`src/rtl/mul_pipe_asic.sv`:
```
// Pipelined AWxBW integer multiplier with valid/ready flow control and a TAG sideband.
// Define MUL_PIPE_SIGNED_EN to add the per-pair SIGNED (two's-complement) mode port.
module mul_pipe_asic #(
    parameter int unsigned AW     = 17,
    parameter int unsigned BW     = 17,
    parameter int unsigned STAGES = 3,
    parameter int unsigned TW     = 4
) (
    input  logic             CLK,
    input  logic             RST,
    input  logic             IN_VALID,
    output logic             IN_READY,
    input  logic [AW-1:0]    A,
    input  logic [BW-1:0]    B,
    input  logic [TW-1:0]    TAG,
`ifdef MUL_PIPE_SIGNED_EN
    input  logic             SIGNED,
`endif
    output logic             OUT_VALID,
    input  logic             OUT_READY,
    output logic [AW+BW-1:0] P,
    output logic [TW-1:0]    P_TAG
);

    localparam int unsigned PW = AW + BW;

    logic              adv;
    logic [PW-1:0]     a_ext;
    logic [PW-1:0]     b_ext;
    logic [PW-1:0]     prod_d;
    logic [STAGES-1:0] valid_q;
    logic [PW-1:0]     prod_q [STAGES];
    logic [TW-1:0]     tag_q  [STAGES];

    // One enable for every rank: the pipe moves only when the output slot is free or being taken.
    assign adv      = !OUT_VALID || OUT_READY;
    assign IN_READY = adv;

    // The product is formed ahead of rank 0; the ranks behind it are retimed into the array.
    always_comb begin
`ifdef MUL_PIPE_SIGNED_EN
        if (SIGNED) begin
            a_ext = {{BW{A[AW-1]}}, A};
            b_ext = {{AW{B[BW-1]}}, B};
        end else begin
            a_ext = {{BW{1'b0}}, A};
            b_ext = {{AW{1'b0}}, B};
        end
`else
        a_ext = {{BW{1'b0}}, A};
        b_ext = {{AW{1'b0}}, B};
`endif
        prod_d = a_ext * b_ext;
    end

    always_ff @(posedge CLK) begin
        if (RST) begin
            valid_q <= '0;
            for (int i = 0; i < int'(STAGES); i++) begin
                prod_q[i] <= '0;
                tag_q[i]  <= '0;
            end
        end else if (adv) begin
            valid_q[0] <= IN_VALID;
            prod_q[0]  <= prod_d;
            tag_q[0]   <= TAG;
            // Bubbles shift along with data; they are never collapsed.
            for (int i = 1; i < int'(STAGES); i++) begin
                valid_q[i] <= valid_q[i-1];
                prod_q[i]  <= prod_q[i-1];
                tag_q[i]   <= tag_q[i-1];
            end
        end
    end

    assign OUT_VALID = valid_q[STAGES-1];
    assign P         = prod_q[STAGES-1];
    assign P_TAG     = tag_q[STAGES-1];

endmodule
```
`config.mk`:
```
export PLATFORM = sky130hd
export DESIGN_NAME = mul_pipe_asic
export DESIGN_NICKNAME = d
export VERILOG_FILES = /design/src/rtl/mul_pipe_asic.sv
export SDC_FILE = /design/constraint.sdc
export NUM_CORES = 1
export LEC_CHECK = 0
export ABC_AREA = 1
export CORE_MARGIN = 2
export CORE_UTILIZATION = 30
export DETAILED_ROUTE_END_ITERATION = 10
export PLACE_DENSITY_LB_ADDON = 0.3
export SYNTH_ARGS = -nofsm -noshare
export SYNTH_HDL_FRONTEND = slang
export SYNTH_SLANG_ARGS = --single-unit
export TNS_END_PERCENT = 30
```
`constraint.sdc`:
```
create_clock -name CLK -period 8.5 [get_ports CLK]
set_clock_uncertainty 0.15 [all_clocks]
set_input_delay 2.125 -clock CLK [delete_from_list [all_inputs] [get_ports CLK]]
set_output_delay 2.125 -clock CLK [all_outputs]
set_load 0.03 [all_outputs]
```
==> impl_metrics.ini <==
[hold_path]
min_path_type = reg2reg

[clock_tree]
cts_inserted_buffers = 17
cts_setup_buffers = 0
cts_resized = 0
insertion_delay_ns = 0.41
cts_root_buf = clkbuf_16
cts_tree = done
clockBufferDepth = 2
cts.hold.buffers_added = 0
clk_pin_slew_ns = 0.06
cts-htree-levels = 4
clock-sinks = 117

[synth]
synth_cells = 1886
async_reset_ff_share_pct = 0
synth-seq-area-share_pct = 23.0
synthFlopType = edfxtp_1
synth_seq_cells = 117
ys_warn_count = 0
syn_area_um2 = 15100
synth_nets = 2260
yosysUniqueCellTypes = 33
syn_avg_cell_area_um2 = 8.02
synth_edf_count = 114

[sta]
worst_pin_slew_ns = 0.919
maxSlewViolCount = 0
min_period_ns = 7.85
rsz0062_at_grt = false
tns_ns = 0
setup_slack_ns = 0.646
finalSetupViolations = 0
timing.slew.headroom_pct = 38.7
timing.final.crit_share_pct = 92.4
finalHoldViolations = 0
fmax_mhz = 127

[setup_path]
crit_required_ns = 8.55
start_kind = input port
crit_top_cell = fa_1
crit_fanout = 12
worst_setup_path_end_kind = flop
cpPeakStageDelay_ns = 0.94
worstPathCellList = clkdlybuf4s50_1 -> nand2_1 -> fa_1 -> fa_1 -> fa_1 -> inv_1 -> fa_1 -> fa_1 -> inv_1 -> fa_1 -> inv_1 -> ha_1 -> nand2_1 -> nor2_1 -> nand3_1 -> nand3_2 -> a21oi_1 -> nand2_1 -> nand2_1 -> nor2_1
cp_slowest_cell = clkdlybuf4s50_1
crit_type = in2reg
arrival_ns = 7.90

[layout]
antenna_cells = 0
area_growth_pct = 13.3
n_fill_cell = 5270
layout.cells.most_common_list = inv_1 (584), nand2_1 (474), fa_1 (224)
instances_no_fill = 2593
final_nets = 2282
mostFrequentLayoutCell = inv_1
drive_above_1_share_pct = 4.84

[detailed_routing]
wire_per_inst_um = 13.3
postRouteWirelength_um = 34400
drc = 0
dr.first_iter.drc_count = 557
via_per_inst = 4.18
num_vias = 10800
drt_pass1_iterations = 5
antenna_left = 0

[floorplan]
core_area_um2 = 50000
ios = 82
chipHeight_um = 229
num_rows = 82
die_w_um = 229
start_util_pct = 30.3
dieArea_um2 = 52200

[grt]
grt_most_used_layer = met2
gr-total-overflow = 0
grt_pass1_wl_um = 58000
antenna_found_initial = 0
grt.met1_usage_pct = 18.7
grt_pass1_vias = 11500
use_met2_pct = 22.8
grt_max_degree = 73
grt_usage_pct = 13.7
grt_use_met3_pct = 1.85

[run_status]
status = finished clean

[placed_design]
dp_slack_ns = 0.241
place_congestion = 0.855
placed_cells = 2561
dp_hpwl_um = 28300
portBuffers = 81

[job]
maxCapViolCount = 0
-- layer usage --
layer	part of all wire [%]	up-vias
met3	4.3	42
li1	-	5361
met4	1.7	0
met5	0	-
met2	46	244
met1	48	5184
-- worst max-delay path, delay by kind of cell --
| kind | cells | cell delay, ns |
|---|---|---|
| AO/OA/AOI/OAI | 1 | 0.10 |
| adder cells (fa/ha/maj) | 7 | 3.41 |
| buffers and inverters | 4 | 1.09 |
| AND/OR/NAND/NOR | 8 | 1.17 |
-- cell families after synthesis --
family          Yosys count  share of synthesized area [%]
simple gates            667                           17.4
flops                   117                           23.0
compound gates           63                           2.31
fa+ha+maj               332                           38.6
xor+xnor                  3                          0.174
buf+inv                 704                           18.5
-- synth_stat cells (6+ instances only) --
cell / instances / area share [%]
a21oi_1: 38 / 1.3
edfxtp_1: 114 / 23
o21ai_0: 15 / 0.50
nand2_1: 474 / 12
nor2_1: 141 / 3.5
clkbuf_1: 74 / 1.8
fa_1: 224 / 30
inv_1: 584 / 14
nand3_1: 23 / 0.76
nand4_1: 6 / 0.25
buf_4: 38 / 1.9
ha_1: 108 / 8.9
-- state kept, by name (all words and copies together), names as in the netlist --
name / count
valid_q: 3
tag_q: 12
prod_q: 102
-- area by class of cell --
class	instances	area (um2)	area share, %
multi-input cells	1065	8850	51.6
flip-flops and latches	117	3480	20.3
inverters	586	2200	12.8
repair buffers	121	1140	6.63
well taps	672	841	4.91
clock buffers	20	447	2.61
clock inverters	12	178	1.04
-- through the flow --
| step | hold WS [ns] | util, % | area (um2) |
|---|---|---|---|
| after floorplan | 0.280 | - | 15100 |
| after global placement | 0.302 | 33.0 | 16500 |
| after detailed placement | 0.311 | 33.0 | 16500 |
| after CTS | 0.325 | 34.3 | 17100 |
| after global routing | 0.365 | 34.3 | 17100 |
| final | 0.323 | 34.3 | 17100 |
-- final timing paths --
check                               start                     endpoint  slack [ns]  depth (start not counted)
setup reg to reg  valid_q[2]$_SDFFE_PP0P_  prod_q[0][34]$_SDFFCE_PN0P_        6.08                          5
hold / removal    valid_q[1]$_SDFFE_PP0P_      valid_q[2]$_SDFFE_PP0P_        0.32                          2
setup / recovery                    A[11]  prod_q[0][22]$_SDFFCE_PN0P_        0.65                         20
hold reg to reg   valid_q[1]$_SDFFE_PP0P_      valid_q[2]$_SDFFE_PP0P_        0.32                          2
Power is not shown: default switching activity piles up to over one toggle a cycle in this logic, so the estimate is an artifact.
